### config.mk
export PLATFORM = sky130hd
export DESIGN_NAME = access_ctrl_multi
export DESIGN_NICKNAME = d
export VERILOG_FILES = /design/src/rtl/access_pkg.sv /design/src/rtl/access_ctrl_multi_edge_det.sv /design/src/rtl/access_ctrl_multi.sv
export SDC_FILE = /design/constraint.sdc
export NUM_CORES = 1
export LEC_CHECK = 0
export BUFFER_PORTS_ARGS = -buffer_cell sky130_fd_sc_hd__buf_4
export CORE_MARGIN = 3
export CORE_UTILIZATION = 49
export CTS_CLUSTER_DIAMETER = 30
export DETAILED_ROUTE_END_ITERATION = 10
export HOLD_SLACK_MARGIN = 0.08
export PLACE_DENSITY = 0.84
export RECOVER_POWER = 25
export SYNTH_ARGS = -nofsm -noshare
export SYNTH_HDL_FRONTEND = slang
export SYNTH_SLANG_ARGS = --single-unit
### constraint.sdc
create_clock -name clk -period 1.77 [get_ports clk]
set_input_delay 0.0885 -clock clk [delete_from_list [all_inputs] [get_ports clk]]
set_output_delay 0.0885 -clock clk [all_outputs]
set_load 0.01 [all_outputs]
### src/rtl/access_pkg.sv
// Shared definitions for the password-gated access controller: FSM state
// encodings, default sizing constants and a counter-width helper.
package access_pkg;

    typedef enum logic [2:0] {
        ST_RESET   = 3'b000,
        ST_ACTIVE  = 3'b001,
        ST_LOCKOUT = 3'b010,
        ST_REQUEST = 3'b101,
        ST_SAVE    = 3'b110,
        ST_TRAP    = 3'b111
    } state_e;

    localparam int DEF_PW_W           = 3;
    localparam int DEF_DATA_W         = 7;
    localparam int DEF_N_CH           = 2;
    localparam int DEF_MAX_TRIES      = 3;
    localparam int DEF_LOCK_CYCLES    = 16;
    localparam int DEF_TIMEOUT_CYCLES = 1024;

    // Width of a down/up counter that must hold values 0..n-1 (never below 1).
    function automatic int cnt_w(input int n);
        return (n <= 2) ? 1 : $clog2(n);
    endfunction

endpackage

### src/rtl/access_ctrl_multi_edge_det.sv
// Registered rising-edge detector for front-panel level inputs. The pulse is
// combinational from the live input, so it acts on the same clock edge.
module edge_det (
    input  logic clk,
    input  logic rst,
    input  logic d,
    output logic pulse
);

    logic d_q, d_d;

    always_comb begin
        d_d = d;
    end

    always_ff @(posedge clk) begin
        if (!rst) d_q <= 1'b0;
        else      d_q <= d_d;
    end

    assign pulse = d & ~d_q;

endmodule

### src/rtl/access_ctrl_multi.sv
// Password-gated access controller routing payload words into N_CH channels,
// with retry lockout, trap, and multi-write sessions. Define ACCESS_TIMEOUT_EN
// to end idle sessions after TIMEOUT_CYCLES cycles in REQUEST.
module access_ctrl_multi
    import access_pkg::*;
#(
    parameter int               PW_W           = DEF_PW_W,
    parameter logic [PW_W-1:0]  PASSWORD       = {PW_W{1'b1}},
    parameter int               DATA_W         = DEF_DATA_W,
    parameter int               N_CH           = DEF_N_CH,
    parameter int               CH_W           = $clog2(N_CH),
    parameter int               MAX_TRIES      = DEF_MAX_TRIES,
    parameter int               LOCK_CYCLES    = DEF_LOCK_CYCLES,
    parameter int               TIMEOUT_CYCLES = DEF_TIMEOUT_CYCLES
) (
    input  logic              clk,
    input  logic              rst,
    input  logic              confirm,
    input  logic              logout,
    input  logic [PW_W-1:0]   password,
    input  logic [CH_W-1:0]   sel,
    input  logic [DATA_W-1:0] data,
    output logic [N_CH-1:0]   en,
    output logic [DATA_W-1:0] dout,
    output logic [2:0]        state,
    output logic [2:0]        tries_left,
    output logic              sel_err
);

    localparam int            LOCK_W   = cnt_w(LOCK_CYCLES);
    localparam logic [CH_W:0] N_CH_V   = (CH_W+1)'(N_CH);
    localparam logic [2:0]    TRIES_MX = 3'(MAX_TRIES);

    if (N_CH < 2 || MAX_TRIES < 1 || MAX_TRIES > 7 || LOCK_CYCLES < 1 ||
        TIMEOUT_CYCLES < 2) begin : g_param_chk
        $error("access_ctrl_multi: illegal parameter set");
    end

    logic cpulse;

    edge_det u_confirm_edge (
        .clk   (clk),
        .rst   (rst),
        .d     (confirm),
        .pulse (cpulse)
    );

    state_e              state_q, state_d;
    logic [2:0]          tries_q, tries_d;
    logic [LOCK_W-1:0]   lock_q, lock_d;
    logic [DATA_W-1:0]   dout_q, dout_d;
    logic [CH_W-1:0]     chsel_q, chsel_d;
    logic [N_CH-1:0]     en_q, en_d;
    logic                sel_err_q, sel_err_d;
    logic                sel_ok;

`ifdef ACCESS_TIMEOUT_EN
    localparam int             TO_W    = cnt_w(TIMEOUT_CYCLES);
    localparam logic [TO_W-1:0] TO_LAST = TO_W'(TIMEOUT_CYCLES - 1);
    logic [TO_W-1:0] idle_q, idle_d;
`endif

    assign sel_ok = ({1'b0, sel} < N_CH_V);

    always_comb begin
        state_d   = state_q;
        tries_d   = tries_q;
        lock_d    = lock_q;
        dout_d    = dout_q;
        chsel_d   = chsel_q;
        sel_err_d = 1'b0;
`ifdef ACCESS_TIMEOUT_EN
        // Idle count only survives while sitting in REQUEST with no confirm.
        idle_d    = '0;
`endif
        case (state_q)
            ST_RESET: state_d = ST_ACTIVE;
            ST_ACTIVE: begin
                if (cpulse) begin
                    if (password == PASSWORD) begin
                        state_d = ST_REQUEST;
                        tries_d = TRIES_MX;
                    end else begin
                        tries_d = tries_q - 3'd1;
                        if (tries_q == 3'd1) begin
                            state_d = ST_TRAP;
                        end else begin
                            state_d = ST_LOCKOUT;
                            lock_d  = LOCK_W'(LOCK_CYCLES - 1);
                        end
                    end
                end
            end
            ST_LOCKOUT: begin
                if (lock_q == '0) state_d = ST_ACTIVE;
                else              lock_d  = lock_q - 1'b1;
            end
            ST_REQUEST: begin
                if (logout) begin
                    state_d = ST_ACTIVE;
                end else if (cpulse) begin
                    if (sel_ok) begin
                        state_d = ST_SAVE;
                        dout_d  = data;
                        chsel_d = sel;
                    end else begin
                        sel_err_d = 1'b1;
                    end
                end
`ifdef ACCESS_TIMEOUT_EN
                else if (idle_q == TO_LAST) begin
                    state_d = ST_ACTIVE;
                end else begin
                    idle_d = idle_q + 1'b1;
                end
`endif
            end
            ST_SAVE:  state_d = ST_REQUEST;
            ST_TRAP:  state_d = ST_TRAP;
            default:  state_d = ST_RESET;
        endcase
        // Strobe is registered so it is high for exactly the SAVE cycle.
        en_d = (state_d == ST_SAVE) ? (N_CH'(1) << chsel_d) : '0;
    end

    always_ff @(posedge clk) begin
        if (!rst) begin
            state_q   <= ST_RESET;
            tries_q   <= TRIES_MX;
            lock_q    <= '0;
            dout_q    <= '0;
            chsel_q   <= '0;
            en_q      <= '0;
            sel_err_q <= 1'b0;
        end else begin
            state_q   <= state_d;
            tries_q   <= tries_d;
            lock_q    <= lock_d;
            dout_q    <= dout_d;
            chsel_q   <= chsel_d;
            en_q      <= en_d;
            sel_err_q <= sel_err_d;
        end
    end

`ifdef ACCESS_TIMEOUT_EN
    always_ff @(posedge clk) begin
        if (!rst) idle_q <= '0;
        else      idle_q <= idle_d;
    end
`endif

    assign state      = state_q;
    assign tries_left = tries_q;
    assign en         = en_q;
    assign dout       = dout_q;
    assign sel_err    = sel_err_q;

endmodule

# After elaboration in Yosys (flattened, before gate mapping)
# Index checks and enable logic that the tools add are counted.
# word_totals
regBits	21
inputBits	15
output_inout_bits	16
# classes
add_sub_neg	2
n_eq_ne	12
n_shift	1
muxes	16
bitwise	3
n_reduce_logical	7
# op_table
operator	n
$mux 3	7
$pmux 3 s6	1
$mux 4	4
$eq 3x3->1 const B	5
$ne 2x2->1 const B	4
$pmux 4 s2	1
$eq 3x1->1 const B	2
$reduce_and 5->1	1
$logic_not 4->1	1
$reduce_and 2->1	2
$sub 4x1->4 const B	1
$eq 3x2->1 const B	1
$logic_not 3->1	1
$mux 1	3
$reduce_and 3->1	1
$sub 3x1->3 const B	1
$not 1->1	2
$reduce_bool 2->1	1
$shl 1x1->2 const A	1
$and 1x1->1	1

# Depth between registers and ports, before layout
# logic_depth
ltp_word	7
mapped_depth	6

# Cells and area by module
# A second synthesis with hierarchy kept.
# unflattened
cells_unflattened	106
area_unflattened_um2	1063.5
# modules_own_cells
mod	instances	cells_per_inst	area_each_um2
access_ctrl_multi	1	103	1023.5
edge_det	1	3	40.0

# Worst setup path before layout
# No wires, ideal clock.
# synth_path
kind	flip-flop to flip-flop
startpoint	reg state_q[0], in the netlist state[0]
endpoint	reg en_q[1], in the netlist en[1]
t_arrival_ps	1410
required_ps	1653
setup_slack_ps	244
stages_incl_launch_ff	6
synth_period_minus_slack_ps	1526
path_cell_list	dfxtp_1 nor2b_1 and3_1 buf_4 mux2i_1 and4b_1
# synth_via
elab_chain_len	5
# synth_lines
element	line	text
from (decl)	access_ctrl_multi.sv:48	state_e state_q, state_d;
from (signal assigned)	access_ctrl_multi.sv:136	state_q <= state_d;
$mux 3	access_ctrl_multi.sv:101	end else if (cpulse) begin
$mux 3	access_ctrl_multi.sv:99	if (logout) begin
$pmux 3 s6	access_ctrl_multi.sv:76	case (state_q)
$eq 3x3->1	access_ctrl_multi.sv:123	en_d = (state_d == ST_SAVE) ? (N_CH'(1) << chsel_d) : '0;
$reduce_and 2->1 (no line)	--	
to (signal assigned)	access_ctrl_multi.sv:141	en_q <= en_d;
to (decl)	access_ctrl_multi.sv:53	logic [N_CH-1:0] en_q, en_d;
# Parallel ways exist; a longest one is shown, timed or not.
# A chain may end at the register's enable or synchronous reset.

# Worst setup path after layout
# layout_path
startpoint	reg lock_q[0]
endpoint	reg lock_q[2]
# layout_via
elab_chain_len	3
# layout_lines
element	line	text
from (decl)	access_ctrl_multi.sv:50	logic [LOCK_W-1:0] lock_q, lock_d;
from (signal assigned)	access_ctrl_multi.sv:138	lock_q <= lock_d;
$sub 4x1->4 / $logic_not 4->1 (equally long branches)	access_ctrl_multi.sv:96, access_ctrl_multi.sv:95	
$mux 4 / $ne 2x2->1 (equally long branches)	--	
$pmux 4 s2 / $reduce_and 5->1 (equally long branches)	--	
# Parallel ways exist; a longest one is shown, timed or not. The select of a mux whose other input is x is not followed.

==> key figures <==
Status
  • Result of the run: completed

Run
  • Max-cap violations: 0

Critical path
  • Source of the worst register-to-register timing path: lock_q[0]
  • Gate family responsible for the most delay along the worst path: simple AND/OR/NAND/NOR gates
  • Worst flop-to-flop path endpoint: lock_q[2]
  • Worst setup SP type: flip-flop
  • Sort of element at the end of the critical path: flip-flop
  • Crit path required time: 1980 ps
  • Count of buffering cells on the critical path with inverters included: 1
  • WP depth: 6
  • Delay of the slowest cell on the worst path: 440 ps
  • End point of the critical path: lock_q[2]
  • Depth of the worst register-to-register path: 6
  • Critical Path Slowest Stage Cell: or3b_1
  • Highest fanout seen on the critical path: 5
  • Critical path class: reg2reg
  • Arrival time reported for the critical path endpoint: 1860 ps
  • Launch point of the worst path: lock_q[0]
  • Cell Chain, Critical Path: inv_1, ha_1, or3b_1, nand3b_1, a21oi_1, o2111a_1
  • Slack of the worst reg-to-reg path: 120 ps

Clocking
  • Insertion delay of the later-clocked pin in the worst-skew pair: 310 ps
  • Clock tree buffer depth: 2
  • Clk Tree Root Cell: clkbuf_4
  • Clock transition at the registers of the reported paths: 120 ps
  • H-Tree Level Count: 1
  • Clock tree from TritonCTS: built
  • CTS Sinks: 21
  • Number of clock buffers inserted by TritonCTS: 3
  • Post CTS Setup Buffer Count: 0

Timing
  • Final period utilization: 93.24%
  • Worst slack on hold paths: 108.7 ps
  • Final count of negative-setup-slack endpoints: 0
  • Pins Over Slew Limit: 0
  • Final hold violation count: 0
  • Peak clock frequency supported by timing: 605.9 MHz
  • Final-layout setup total negative slack: 0 ps
  • Worst Skew: 10.84 ps
  • Setup repair after global routing missed its margin: no
  • Post-route minimum period: 1650 ps
  • Measured slew at the worst slew-check pin: 639.0 ps
  • Relative max-transition margin: 57.40%
  • Post-layout worst setup margin: 119.7 ps

Floorplanning
  • Horizontal die dimension: 51.54 um
  • Number of ports placed on the die boundary: 31
  • Area of the die: 2656 sq um
  • Core box area: 1839 sq um
  • Vert. Die Dim: 51.54 um
  • Std cell rows: 15
  • Effective utilization at floorplan: 55.24%

Global route
  • Layer with the highest usage: met2
  • First-pass GRT wire length: 3698 um
  • Initial antenna violation count: 0
  • Global Route met3 Usage: 2.579%
  • Global route total overflow: 0
  • Maximum number of pins on one net before global-route repair: 18
  • GR Util met1: 21.01%
  • Global routing usage on met2: 35.17%
  • Total Routing Usage GR: 18.80%
  • Number of global-route vias before repair: 873

Synth
  • Leading cell types by total area after synthesis: dfxtp_1, mux2i_1, nor2b_1
  • Most numerous cell types in the synthesized netlist: dfxtp_1, nor2b_1, mux2i_1, nand3_1, nand2_1
  • Number of unique standard cell types used by synthesis: 34
  • Total of flip-flops plus latches after synthesis: 21
  • Net count of the mapped netlist: 125
  • Cell taking the most area after synthesis: dfxtp_1
  • Sequential area share after synthesis: 41.38%
  • Number of warnings printed during yosys synthesis: 0
  • Number of synthesized flops with an enable pin: 0
  • Mean instance size in the synthesized netlist: 9.495 sq um
  • Most common cell in the synthesized netlist: dfxtp_1
  • Post-synth top flop: dfxtp_1
  • Synthesized area: 1016 sq um
  • Number of instances in the synthesized netlist: 107
  • Share of synthesized flip-flops with an asynchronous set or reset: 0%
  • Area share of the largest cell type after synthesis: 41.38%

Layout
  • Antenna cells: 0
  • Share of final-layout standard cells stronger than drive strength 1: 21.77%
  • Number of nets in the finished design: 166
  • FILL cells: 159
  • Final core utilization: 73.61%
  • Area growth from synthesis to layout: 33.25%

Routing
  • Number of iterations in the first detailed-routing pass: 4
  • Count of vias placed by the detailed router: 921
  • Post-DRT Antenna Nets: 0
  • Via-to-Cell Ratio: 5.355
  • Post-Route WL: 2412 um
  • Drc violations: 0
  • Number of violations reported at the end of detailed-routing iteration 0: 14
  • Average wire per cell in the routed design: 14.02 um

Power and ir drop
  • Total power per unit cell area: 672.8 nW/um^2
  • Leakage power: 0.5715 nW
  • Worst ir drop on vdd: 504.8 uV

Placed design
  • Total of buffers placed on input and output ports: 29
  • Half-perimeter wire length after detailed placement: 1655 um
  • Worst setup slack after placement: 86.98 ps
  • RD Place Congestion: 0.8281

Hold path
  • HP Class: in2reg
==> metal layers <==
| metal | routed length (um) | up-vias |
|---|---|---|
| met5 | 0 | - |
| met4 | 37 | 0 |
| met3 | 87 | 5 |
| met2 | 1227 | 24 |
| met1 | 1060 | 432 |
| li1 | - | 460 |
==> state kept, by name (all words and copies together) (netlist names) <==
name                cells
tries_left              3
state                   3
u_confirm_edge.d_q      1
lock_q                  4
en                      2
dout                    7
chsel_q                 1
==> cell families (layout without fill, tap and decap cells) <==
family                   Yosys count  after routing  share of synthesized area, %
AND/OR/NAND/NOR                   48             48                         30.30
flip-flops                        21             21                         41.38
AO/OA/AOI/OAI                     17             17                         12.07
buffers and inverters              9             49                         4.309
multiplexers                       8              8                         7.882
adder cells (fa/ha/maj)            3              3                         3.695
other                              1              1                        0.3691
==> worst min-delay path by stage <==
| stage | from | to | cells past startpoint |
|---|---|---|---|
| after global placement | confirm | u_confirm_edge.d_q | 2 |
| after global routing | sel | chsel_q | 3 |
| after floorplan | confirm | u_confirm_edge.d_q | 1 |
| after CTS | sel | chsel_q | 3 |
| final | sel | chsel_q | 3 |
| after detailed placement | confirm | u_confirm_edge.d_q | 2 |
==> where the power goes <==
group	internal [W]	switching [W]	total [W]	leakage (nW)
clock network	0.0000845	0.000152	0.000236	0.0177
registers	0.000489	0.0000216	0.000510	0.171
logic	0.0000890	0.0000749	0.000164	0.383
total	0.000662	0.000248	0.000911	0.572
==> through the flow <==
step,std cells,instance area (sq um),power (W)
2_1_floorplan,107,1016,0.0006030
5_1_grt,172,1354,0.0009458
3_5_place_dp,159,1259,0.0006634
3_3_place_gp,159,1259,0.0006553
4_1_cts,172,1376,0.0009095
6_report,172,1354,0.0009108
==> what timing repair did <==
item | 4_1_cts | 5_1_grt
hold buffers | 9 | 0
gates resized for setup | 0 | 2
endpoints found under the hold margin | 10 | 0
setup endpoints to repair | 0 | 3
==> final cells by class <==
| cell class | count | area (sq um) | share of cell area [%] |
|---|---|---|---|
| Clock buffer | 3 | 22.52 | 1.664 |
| Multi-Input combinational cell | 77 | 563.0 | 41.59 |
| Sequential cell | 21 | 420.4 | 31.05 |
| Tap cell | 25 | 31.28 | 2.311 |
| Inverter | 4 | 15.01 | 1.109 |
| Clock inverter | 1 | 5.005 | 0.3697 |
| Timing Repair Buffer | 41 | 296.5 | 21.90 |
==> cells in the final DEF, fill, tap and decap left out <==
master	synthesis	layout
inv_1	4	4
mux2i_1	8	8
dlygate4sd3_1	0	9
nand4_1	1	1
and2_1	1	1
a21oi_1	4	4
o211a_1	2	2
nand2_1	5	5
o211ai_1	3	3
nand3b_1	2	2
nor3b_2	1	2
nand3_1	8	8
ha_1	3	3
or3b_1	4	4
nor2b_1	11	11
o2111a_1	2	2
clkbuf_4	0	3
o21ai_1	2	2
clkinv_2	0	1
and2b_1	1	1
o21ai_0	1	1
conb_1	1	1
clkbuf_1	1	9
a21boi_1	1	1
nand2b_1	2	2
and4b_1	1	1
nor2_1	4	4
nor3_1	1	1
a31oi_1	1	1
a221oi_2	0	1
nand3_2	1	1
buf_4	2	23
dfxtp_1	21	21
and3_1	3	3
nor3b_4	1	1
==> tightest hold or removal path, stage by stage <==
cell and delay (ps):
buf_4 80, mux2i_1 90, nor2b_1 120
Power figures use the tool's default switching activity.
